`src/rtl/mul_arbiter_if.sv`:
```
// Bus bundle between the requesters, the multiplier arbiter and the shared
// multiplier datapath. Signal names follow the arbiter's view of each port.
interface mul_arbiter_if #(
    parameter int unsigned XLEN = 32,
    parameter int unsigned NREQ = 4
);
    logic [NREQ-1:0]      req_valid_i;
    logic [NREQ-1:0]      req_ready_o;
    logic [NREQ*XLEN-1:0] req_a_i;
    logic [NREQ*XLEN-1:0] req_b_i;
    logic [NREQ-1:0]      req_signed_i;
    logic [NREQ-1:0]      rsp_valid_o;
    logic [2*XLEN-1:0]    rsp_result_o;
    logic                 rsp_err_o;
    logic                 mul_req_o;
    logic                 mul_flush_o;
    logic [XLEN-1:0]      mul_a_o;
    logic [XLEN-1:0]      mul_b_o;
    logic                 mul_ready_i;
    logic [2*XLEN-1:0]    mul_result_i;

    // Arbiter side
    modport slave (
        input  req_valid_i, req_a_i, req_b_i, req_signed_i,
        input  mul_ready_i, mul_result_i,
        output req_ready_o, rsp_valid_o, rsp_result_o, rsp_err_o,
        output mul_req_o, mul_flush_o, mul_a_o, mul_b_o
    );

    // Requester / multiplier side
    modport master (
        output req_valid_i, req_a_i, req_b_i, req_signed_i,
        output mul_ready_i, mul_result_i,
        input  req_ready_o, rsp_valid_o, rsp_result_o, rsp_err_o,
        input  mul_req_o, mul_flush_o, mul_a_o, mul_b_o
    );
endinterface

```
`src/rtl/mul_arbiter.sv`:
```
// Round-robin arbiter and sequencer sharing one unsigned XLEN x XLEN
// multiplier among NREQ requesters. Signed operands are converted to
// magnitudes on accept and the product sign is restored on capture.
// Zero operands bypass the multiplier; a stalled multiplier is flushed
// after TIMEOUT busy cycles and an error response is returned.
module mul_arbiter #(
    parameter int unsigned XLEN    = 32,
    parameter int unsigned NREQ    = 4,
    parameter int unsigned TIMEOUT = 64
) (
    input  logic          clk_i,
    input  logic          rst_i,
    mul_arbiter_if.slave  bus
);
    localparam int unsigned PW = (NREQ > 1) ? $clog2(NREQ) : 1;
    localparam int unsigned CW = $clog2(TIMEOUT + 1);

    // Value 3 is deliberately left unused; any unused code falls back to IDLE.
    typedef enum logic [2:0] {
        IDLE  = 3'd0,
        BUSY  = 3'd1,
        FLUSH = 3'd2,
        RESP  = 3'd4
    } state_t;

    state_t            state, state_nxt;
    logic [PW-1:0]     ptr;
    logic [PW-1:0]     gnt;
    logic [XLEN-1:0]   a_q, b_q;
    logic              neg_q;
    logic [CW-1:0]     cnt;
    logic [2*XLEN-1:0] res_q;
    logic              err_q;

    logic [XLEN-1:0]   a_arr [NREQ];
    logic [XLEN-1:0]   b_arr [NREQ];
    logic              found;
    logic [PW-1:0]     win;
    logic [PW-1:0]     cand;
    logic [XLEN-1:0]   win_a, win_b;
    logic              a_neg, b_neg;
    logic [XLEN-1:0]   a_mag, b_mag;
    logic              zero_op;
    logic              timeout_hit;

    // Unpack the flat operand buses into per-requester words
    always_comb begin
        for (int unsigned i = 0; i < NREQ; i++) begin
            a_arr[i] = bus.req_a_i[i*XLEN +: XLEN];
            b_arr[i] = bus.req_b_i[i*XLEN +: XLEN];
        end
    end

    // Round-robin search: first valid requester at or after ptr, wrapping
    always_comb begin
        found = 1'b0;
        win   = '0;
        cand  = '0;
        for (int unsigned i = 0; i < NREQ; i++) begin
            cand = PW'((32'(ptr) + i) % NREQ);
            if (!found && bus.req_valid_i[cand]) begin
                found = 1'b1;
                win   = cand;
            end
        end
    end

    // Winner operands converted to unsigned magnitudes
    always_comb begin
        win_a   = a_arr[win];
        win_b   = b_arr[win];
        a_neg   = bus.req_signed_i[win] & win_a[XLEN-1];
        b_neg   = bus.req_signed_i[win] & win_b[XLEN-1];
        a_mag   = a_neg ? (~win_a + XLEN'(1)) : win_a;
        b_mag   = b_neg ? (~win_b + XLEN'(1)) : win_b;
        zero_op = (win_a == '0) || (win_b == '0);
    end

    assign timeout_hit = (cnt == CW'(TIMEOUT - 1));

    // State register
    always_ff @(posedge clk_i or negedge rst_i) begin
        if (!rst_i) state <= IDLE;
        else        state <= state_nxt;
    end

    // Next-state logic; a multiplier ready beats a simultaneous timeout
    always_comb begin
        state_nxt = state;
        case (state)
            IDLE:    if (found) state_nxt = zero_op ? RESP : BUSY;
            BUSY:    begin
                if (bus.mul_ready_i)  state_nxt = RESP;
                else if (timeout_hit) state_nxt = FLUSH;
            end
            FLUSH:   state_nxt = RESP;
            RESP:    state_nxt = IDLE;
            default: state_nxt = IDLE;
        endcase
    end

    // Operation context: grant, pointer, magnitudes, cycle counter, result
    always_ff @(posedge clk_i or negedge rst_i) begin
        if (!rst_i) begin
            ptr   <= '0;
            gnt   <= '0;
            a_q   <= '0;
            b_q   <= '0;
            neg_q <= 1'b0;
            cnt   <= '0;
            res_q <= '0;
            err_q <= 1'b0;
        end else begin
            case (state)
                IDLE: if (found) begin
                    gnt   <= win;
                    ptr   <= (win == PW'(NREQ - 1)) ? '0 : win + PW'(1);
                    a_q   <= a_mag;
                    b_q   <= b_mag;
                    neg_q <= a_neg ^ b_neg;
                    cnt   <= '0;
                    res_q <= '0;
                    err_q <= 1'b0;
                end
                BUSY: begin
                    cnt <= cnt + CW'(1);
                    if (bus.mul_ready_i)
                        res_q <= neg_q ? (~bus.mul_result_i + (2*XLEN)'(1))
                                       : bus.mul_result_i;
                end
                FLUSH: begin
                    res_q <= '0;
                    err_q <= 1'b1;
                end
                default: ;
            endcase
        end
    end

    // Outputs decoded from state; ready is masked while reset is held
    always_comb begin
        bus.req_ready_o  = '0;
        bus.rsp_valid_o  = '0;
        bus.rsp_result_o = '0;
        bus.rsp_err_o    = 1'b0;
        bus.mul_req_o    = 1'b0;
        bus.mul_flush_o  = 1'b0;
        bus.mul_a_o      = '0;
        bus.mul_b_o      = '0;
        case (state)
            IDLE:  if (found && rst_i) bus.req_ready_o[win] = 1'b1;
            BUSY:  begin
                bus.mul_req_o = 1'b1;
                bus.mul_a_o   = a_q;
                bus.mul_b_o   = b_q;
            end
            FLUSH: bus.mul_flush_o = 1'b1;
            RESP:  begin
                bus.rsp_valid_o[gnt] = 1'b1;
                bus.rsp_result_o     = res_q;
                bus.rsp_err_o        = err_q;
            end
            default: ;
        endcase
    end
endmodule

```
`src/flat_wrapper.sv`:
```
// flat-port wrapper written by rule: the top's interface ports become plain ports
module mul_arbiter_flat 
#(
    parameter int unsigned XLEN    = 32,
    parameter int unsigned NREQ    = 4,
    parameter int unsigned TIMEOUT = 64
)
  (clk_i, rst_i, bus_req_valid_i, bus_req_a_i, bus_req_b_i, bus_req_signed_i, bus_mul_ready_i, bus_mul_result_i, bus_req_ready_o, bus_rsp_valid_o, bus_rsp_result_o, bus_rsp_err_o, bus_mul_req_o, bus_mul_flush_o, bus_mul_a_o, bus_mul_b_o);
  mul_arbiter_if #(.XLEN(XLEN), .NREQ(NREQ)) bus_i ();
  input  logic clk_i;
  input  logic rst_i;
  input wire logic [$bits(bus_i.req_valid_i)-1:0] bus_req_valid_i;
  input wire logic [$bits(bus_i.req_a_i)-1:0] bus_req_a_i;
  input wire logic [$bits(bus_i.req_b_i)-1:0] bus_req_b_i;
  input wire logic [$bits(bus_i.req_signed_i)-1:0] bus_req_signed_i;
  input wire logic [$bits(bus_i.mul_ready_i)-1:0] bus_mul_ready_i;
  input wire logic [$bits(bus_i.mul_result_i)-1:0] bus_mul_result_i;
  output wire logic [$bits(bus_i.req_ready_o)-1:0] bus_req_ready_o;
  output wire logic [$bits(bus_i.rsp_valid_o)-1:0] bus_rsp_valid_o;
  output wire logic [$bits(bus_i.rsp_result_o)-1:0] bus_rsp_result_o;
  output wire logic [$bits(bus_i.rsp_err_o)-1:0] bus_rsp_err_o;
  output wire logic [$bits(bus_i.mul_req_o)-1:0] bus_mul_req_o;
  output wire logic [$bits(bus_i.mul_flush_o)-1:0] bus_mul_flush_o;
  output wire logic [$bits(bus_i.mul_a_o)-1:0] bus_mul_a_o;
  output wire logic [$bits(bus_i.mul_b_o)-1:0] bus_mul_b_o;
  assign bus_i.req_valid_i = bus_req_valid_i;
  assign bus_i.req_a_i = bus_req_a_i;
  assign bus_i.req_b_i = bus_req_b_i;
  assign bus_i.req_signed_i = bus_req_signed_i;
  assign bus_i.mul_ready_i = bus_mul_ready_i;
  assign bus_i.mul_result_i = bus_mul_result_i;
  assign bus_req_ready_o = bus_i.req_ready_o;
  assign bus_rsp_valid_o = bus_i.rsp_valid_o;
  assign bus_rsp_result_o = bus_i.rsp_result_o;
  assign bus_rsp_err_o = bus_i.rsp_err_o;
  assign bus_mul_req_o = bus_i.mul_req_o;
  assign bus_mul_flush_o = bus_i.mul_flush_o;
  assign bus_mul_a_o = bus_i.mul_a_o;
  assign bus_mul_b_o = bus_i.mul_b_o;
  mul_arbiter #(.XLEN(XLEN), .NREQ(NREQ), .TIMEOUT(TIMEOUT)) u_core (.clk_i(clk_i), .rst_i(rst_i), .bus(bus_i));
endmodule
```
`config.mk`:
```
export PLATFORM = sky130hd
export DESIGN_NAME = mul_arbiter_flat
export DESIGN_NICKNAME = d
export VERILOG_FILES = /design/src/rtl/mul_arbiter_if.sv /design/src/rtl/mul_arbiter.sv /design/src/flat_wrapper.sv
export SDC_FILE = /design/constraint.sdc
export NUM_CORES = 1
export LEC_CHECK = 0
export ABC_AREA = 1
export BUFFER_PORTS_ARGS = -buffer_cell sky130_fd_sc_hd__buf_2
export CAP_MARGIN = 0
export CELL_PAD_IN_SITES_DETAIL_PLACEMENT = 0
export CELL_PAD_IN_SITES_GLOBAL_PLACEMENT = 1
export CORE_ASPECT_RATIO = 1.75
export CORE_UTILIZATION = 30
export DETAILED_ROUTE_END_ITERATION = 7
export GPL_ROUTABILITY_DRIVEN = 0
export GPL_TIMING_DRIVEN = 0
export PLACE_DENSITY_LB_ADDON = 0.1
export SLEW_MARGIN = 5
export SYNTH_ARGS = -nofsm -noshare
export SYNTH_HDL_FRONTEND = slang
export SYNTH_SLANG_ARGS = --single-unit
```
`constraint.sdc`:
```
create_clock -name clk_i -period 2.55 [get_ports clk_i]
set_input_delay 0.255 -clock clk_i [delete_from_list [all_inputs] [get_ports clk_i]]
set_output_delay 0.255 -clock clk_i [all_outputs]
set_load 0.005 [all_outputs]
```
==> results of run 1 <==
cell families after synthesis:
family / count (synthesis)
buffers and inverters: 388
AND/OR/NAND/NOR: 1283
adder cells (fa/ha/maj): 8
XOR/XNOR: 34
AO/OA/AOI/OAI: 262
flip-flops: 144
final timing paths:
check / to
setup / recovery: u_core.state[2]
hold / removal: u_core.state[1]
setup reg to reg: u_core.state[2]
hold reg to reg: u_core.a_q[27]
max in group asynchronous: u_core.b_q[29]
min in group asynchronous: u_core.res_q[4]
flip-flops by register name, summed over array words and instances, names as in the netlist:
| signal | cells |
|---|---|
| u_core.res_q | 64 |
| u_core.b_q | 32 |
| u_core.a_q | 32 |
| u_core.neg_q | 1 |
| u_core.state | 3 |
| u_core.cnt | 7 |
| u_core.gnt | 2 |
| u_core.err_q | 1 |
| u_core.ptr | 2 |
cells in the mapped netlist, types with 15 or more instances:
library cell,count
nor3_1,30
o21ai_1,36
buf_2,24
inv_1,256
o211ai_1,16
buf_1,15
nand4_1,107
clkbuf_1,59
xnor2_1,17
o21ai_0,102
nand2_1,597
buf_4,15
a21oi_1,48
dfrtp_1,144
nor2_1,278
nand3_1,219
xor2_1,17
o22ai_1,37
final cells by class:
class / instances / area [µm²] / area share
inverter: 269 / 1050 / 0.0519
buffer: 114 / 1010 / 0.0496
tap: 555 / 694 / 0.0342
sequential: 144 / 3610 / 0.178
timing repair inverter: 1 / 8.76 / 0.000432
antenna: 8 / 20.0 / 0.000987
clock buffer: 22 / 464 / 0.0229
timing repair buffer: 615 / 3990 / 0.197
clock inverter: 10 / 111 / 0.00549
multi-input combinational: 1588 / 9340 / 0.460
per-stage QoR:
step	cells	utilization	setup TNS, ns	hold slack, ns
detailed placement	3144	0.381	-88.84	0.244
global placement	3143	0.380	-268.37	0.466
floorplan	2119	-	-0.112	-0.0406
CTS	3262	0.449	-31.31	0.00293
finish	3326	0.488	-36.33	0.0215
global route	3326	0.488	-47.52	0.0132
per-layer routing:
layer,share of wire,vias to the layer above,wire length [µm]
met3,0.050,223,3420
met2,0.54,723,36800
li1,-,8183,-
met5,0.00016,-,11
met4,0.074,2,5000
met1,0.33,7971,22400
repair_timing:
item,4_1_cts,5_1_grt
endpoints found under the hold margin,65,0
hold buffers,1,0
gates resized for setup,427,290
setup buffers,77,52
cloned,10,9
pin swaps,74,147
setup endpoints to repair,160,188
worst max-delay path, cell delays in order, from the launching register on:
cell and delay [ns]:
dfrtp_2 0.44, buf_6 0.16, nand2_4 0.06, nand2_4 0.06, nand2_2 0.07, nand2_2 0.06, nor2_4 0.17, nand3_4 0.16
nand3_4 0.16, buf_6 0.14, clkinv_8 0.07, buf_8 0.15, buf_4 0.13, a21oi_1 0.11, nand2_1 0.10, nand2_4 0.11
buf_4 0.15, nand2_1 0.06, nor2_1 0.13, nand2_1 0.12, nand3b_1 0.23, nand2_1 0.10, nand2_1 0.05, a21oi_1 0.13
==> impl_results.md, run 1 <==
* Vias after detailed routing at between 15000 and 20000
* Synth Warn # at 0
* Worst hold start: bus_mul_ready_i
* Synth area leaders: dfrtp_1, nand2_1, nand3_1
* Hold Fails Final Rpt at 0
* Port bufs at approximately 470
* Initial Util at 0.304
* Met2 GRT Util at 0.591
* Global Route met3 Usage at 0.0421
* Post-Synth Adder-Cell Area at 0.00792
* Failing checks: setup timing
* FF-to-FF setup slack at -0.67 ns
* Initial antenna violation count at 9
* Die Span Y at 274 µm
* Fill count at ~4400
* Fin crit share at 1.26
* Post-synthesis instance area at between 10000 and 15000 µm²
* Status: complete, but fails checks
* Top-Level Pins at 470
* GRT Total Usage at 0.302
* Commonest cells after routing, fill and taps aside: buf_2, nand2_1, inv_1, nor2_1, nand3_1
* CP startpoint: u_core.ptr[0]
* Setup Crit Path Kind: reg -> reg
* Area leader, netlist: dfrtp_1
* Top FF cell, synth: dfrtp_1
* Mux share of post-synthesis cell area at 0
* FF-to-FF Start: u_core.ptr[0]
* Final Cell Area at a little over 20000 µm²
* Async set-reset flop share out of synthesis at 1.00
* Clock root cell: clkbuf_16
* Routed wire length at just under 70000 µm
* Commonest non-fill, non-tap cell in the layout: buf_2
* Drt pass-1 iters at 5
* Sequential fraction of the synthesis area at 0.285
* Sink Count at about 140
* Least-Margin Pin Slew at 0.787 ns
* Clk slew on worst S/H paths at roughly 0.06 ns
* DR iter-0 viols at 969
* Die Wd at 157 µm
* DPL Wire Length at about 52000 µm
* Worst R2R Path Depth at 23
* Fin. max-slew vios at 0
* CTS max path bufs at 2
* Critical path endpoint category: flip-flop
* Worst-Skew Late Latency at around 0.45 ns
* Cell variety after synth at between 40 and 50
* DRC at 0
* CTS tree: done
* Core ar. at ~42000 µm²
* Max-capacitance violation count at 0
* Syn avg cell area at 5.96 µm²
* Startpoint types: flip-flop
* DIE AREA at between 40000 and 50000 µm²
* Synth Register Bits at approximately 140
* Number of synthesized flops with an enable pin at 0
* Critical-path maximum fanout at 7
* Post-synthesis simple-gate area fraction at 0.442
* # rows at 99
* CTS H-tree lvls at 4
* Placed cell area at 15800 µm²
* Main combinational cell family by area after synthesis: simple AND/OR/NAND/NOR gates
* First-pass GRT wire length at about 97000 µm
* XOR/XNOR share of the synthesized area at 0.0236
* Fmax at around 310 MHz
* Place WS at -1.14 ns
* Worst hold path type: in -> reg
* Layout cells sized above 1 at 0.402
* Detail Route Antenna Nets at 0
* Vias in the first global route at about 17000
* Total CTS buffers at 17
* Worst Path Required at around 3 ns
* Clock Skew at 0.0158 ns
* RSZ-0062 raised after global routing: yes
* Global route hottest layer: met2
* Global route total overflow at 0
* Synth top area share at 0.285
* Largest net degree at the start of global routing at 83
* Nets at between 3000 and 4000
* Syn-to-layout area delta at 60.5%
* Critical Path AT at 3.59 ns
* Hold Path Stages at 2
* Grt met1 use at 0.284
* Cells after Synth at approximately 2100
* # setup viols final at 74
* Tmin final at 3.22 ns
* Average wire per standard cell at 20.4 µm
* Final WS setup at -0.667 ns
* Vias per cell at about 5.1
* Syn Nets at 2458
* Slew headroom at 0.476
* Complex-gate fraction of the synthesized area at 0.116
Power of run 1 is left out: the tool's default activity adds up to more than one toggle a clock period on the data nets, which glitch-free logic cannot reach.
==> inputs of run 2 (changes only) <==
--- a/config.mk
+++ b/config.mk
@@ -17,4 +17,5 @@
 export GPL_TIMING_DRIVEN = 0
 export PLACE_DENSITY_LB_ADDON = 0.1
+export REMOVE_ABC_BUFFERS = 1
 export SLEW_MARGIN = 5
 export SYNTH_ARGS = -nofsm -noshare
==> constraint.sdc (replaced) <==
create_clock -name clk_i -period 2.55 [get_ports clk_i]
set_input_delay 0.255 -clock clk_i [delete_from_list [all_inputs] [get_ports clk_i]]
set_output_delay 0.255 -clock clk_i [all_outputs]
set_load 0.05 [all_outputs]
==> run 2 against run 1 <==
The run still ends with setup timing left. Routed wire length grew 1.7%. Cell area rose by 0.69%. Sequential cell count did not move. Maximum frequency decreased by 2.5%. Die area did not move. Sequential share of layout area is 0.11 points lower. Count of clock-buffer cells in the layout down 4. Setup slack worse by 0.083 ns. Register-to-register slack worse by 0.08 ns. First-iteration DRC count up 7.1%. Final cell count shrank 1.1%. Clock skew hardly changed. Largest cell class unchanged.
==> impl_results.md, run 2 (synthesis gave the netlist of run 1 again) <==
* Status: complete, but fails checks
* Failing checks: setup timing
* Critical-path maximum fanout at 6
* # placed instances at 3037
* Clock root cell: clkbuf_16
* Hold Path Stages at 3
* # setup viols final at 79
* Max reg flops at 64
* Fmax at 303 MHz
* Die Wd at roughly 160 µm
* Global route total overflow at 0
* Detail Route Antenna Nets at 0
* Vias after detailed routing at approximately 17000
* RSZ-0062 raised after global routing: yes
* Setup Crit Path Kind: reg -> reg
* Worst R2R Path Depth at 22
* Cell Chain, Critical Path: clkinvlp_4, nand2_2, nand2_2, nand2_2, nand2_2, nor2_4, nand3_2, nand3_4, nand2_8, buf_16, buf_12, buf_8, o211ai_1, nand2_2, nor2_4, buf_12, clkinvlp_4, buf_6, nor2_2, nand2_1, nand3_1, nand2_1
* Final WS setup at -0.751 ns
* Tmin final at 3.30 ns
* DR iter-0 viols at ~1000
* Sink Count at about 140
* CP startpoint: u_core.ptr[0]
* First-pass GRT wire length at 98700 µm
* Die Span Y at roughly 270 µm
* Worst Path Required at about 2.9 ns
* DPL Wire Length at 41200 µm
* Clock Skew at between 0.015 and 0.02 ns
* Slew headroom at 0.486
* Worst hold path type: in -> reg
* Reg with most FFs: u_core.res_q
* DIE AREA at approximately 43000 µm²
* Core ar. at approximately 42000 µm²
* Worst-Skew Late Latency at ~0.46 ns
* CP peak stage delay at ~0.51 ns
* Port bufs at approximately 470
* Clk slew on worst S/H paths at approximately 0.07 ns
* Nets at 3058
* Crit. path cell count at 22
* Worst hold start: bus_mul_result_i[62]
* Initial antenna violation count at 1
* Critical Path AT at between 3 and 4 ns
* Regs by FF count: u_core.res_q (64), u_core.a_q (32), u_core.b_q (32)
* CTS max path bufs at 2
* Vias per cell at ~5.2
* CP delay by family, top: simple AND/OR/NAND/NOR gates
* Layout Cells excl Fill at 3288
* DRC at 0
* FF-to-FF Start: u_core.ptr[0]
* Routed wire length at ~69000 µm
* Place WS at -3.33 ns
* Max-capacitance violation count at 0
* CTS H-tree lvls at 4
* Drt pass-1 iters at 5
* Fill count at 4297
* Critical path endpoint category: flip-flop
* Layout cells sized above 1 at 0.391
* Initial Util at 0.304
* Most common cell on crit path: nand2_2
* Final Core Density at 0.491
* Startpoint types: flip-flop
* Average wire per standard cell at about 21 µm
* CP max stage cell: dfrtp_2
* Crit path buf inv count at 7
* # rows at between 90 and 100
* Fin. max-slew vios at 0
* Syn-to-layout area delta at 61.7%
* Commonest cells after routing, fill and taps aside: buf_2, nand2_1, inv_1, nor2_1, nand3_1
* Commonest non-fill, non-tap cell in the layout: buf_2
* GRT Total Usage at 0.313
* Top-Level Pins at 470
* Vias in the first global route at between 15000 and 20000
* Hold Fails Final Rpt at 0
* Fin crit share at 1.29
* Least-Margin Pin Slew at between 0.7 and 0.8 ns
* Total CTS buffers at 17
* Largest net degree at the start of global routing at 76
* CTS tree: done
-- run 2: cell count changes in the layout (fill, tap and decap cells not counted), moves of 9 or more --
cell,previous run,this run
nand3_1,149,169
nand2_4,61,38
nand3_2,52,38
clkbuf_1,28,1
buf_2,473,453
clkbuf_2,27,0
nand2_2,108,122
buf_4,95,122
buf_16,5,20
o21ai_2,17,8
nand2_1,432,443
buf_8,17,8
-- run 2: worst reg2reg max path: cells and delay by family (launching register included) --
kind	cells	cell delay, ns
flops	1	0.51
compound gates	1	0.09
buf+inv	7	1.24
simple gates	14	1.36
-- run 2: worst paths after layout --
path	endpoint	slack [ns]
max	u_core.b_q[23]	-0.75
min	u_core.res_q[62]	0.08
max reg2reg	u_core.b_q[23]	-0.75
min reg2reg	u_core.a_q[13]	0.48
max in group asynchronous	u_core.state[2]	1.27
min in group asynchronous	u_core.res_q[56]	0.38
-- run 2: metal layers --
layer	GRT usage	up-vias	routed length, µm
li1	-	8117	-
met1	0.298	8034	23300
met2	0.608	702	37500
met3	0.0465	191	3550
met4	0.205	0	4460
met5	0	-	0
-- run 2: area by class of cell --
type | instances | area (µm²) | area share
sequential | 144 | 3610 | 0.177
antenna | 1 | 2.50 | 0.000122
timing repair inverter | 11 | 154 | 0.00753
clock buffer | 18 | 429 | 0.0210
tap | 555 | 694 | 0.0340
inverter | 269 | 1110 | 0.0543
clock inverter | 14 | 229 | 0.0112
timing repair buffer | 673 | 4990 | 0.244
multi-input combinational | 1603 | 9220 | 0.451
-- run 2: repair_timing --
item	CTS	global route
pin swaps	119	133
gates resized for setup	401	179
cloned	43	3
setup buffers	113	57
hold buffers	2	0
hold endpoints to repair	71	0
setup endpoints to repair	150	182
-- run 2: through the flow --
| stage | hold WS [ns] | setup TNS (ns) | area (µm²) |
|---|---|---|---|
| 2_1_floorplan | -0.0406 | -533.73 | 12100 |
| 3_3_place_gp | 0.455 | -1228.43 | 15100 |
| 3_5_place_dp | 0.287 | -258.54 | 15400 |
| 4_1_cts | 0.0635 | -38.66 | 19300 |
| 5_1_grt | 0.0879 | -56.76 | 20400 |
| 6_report | 0.0795 | -46.08 | 20400 |
Power of run 2 is left out for the same reason.
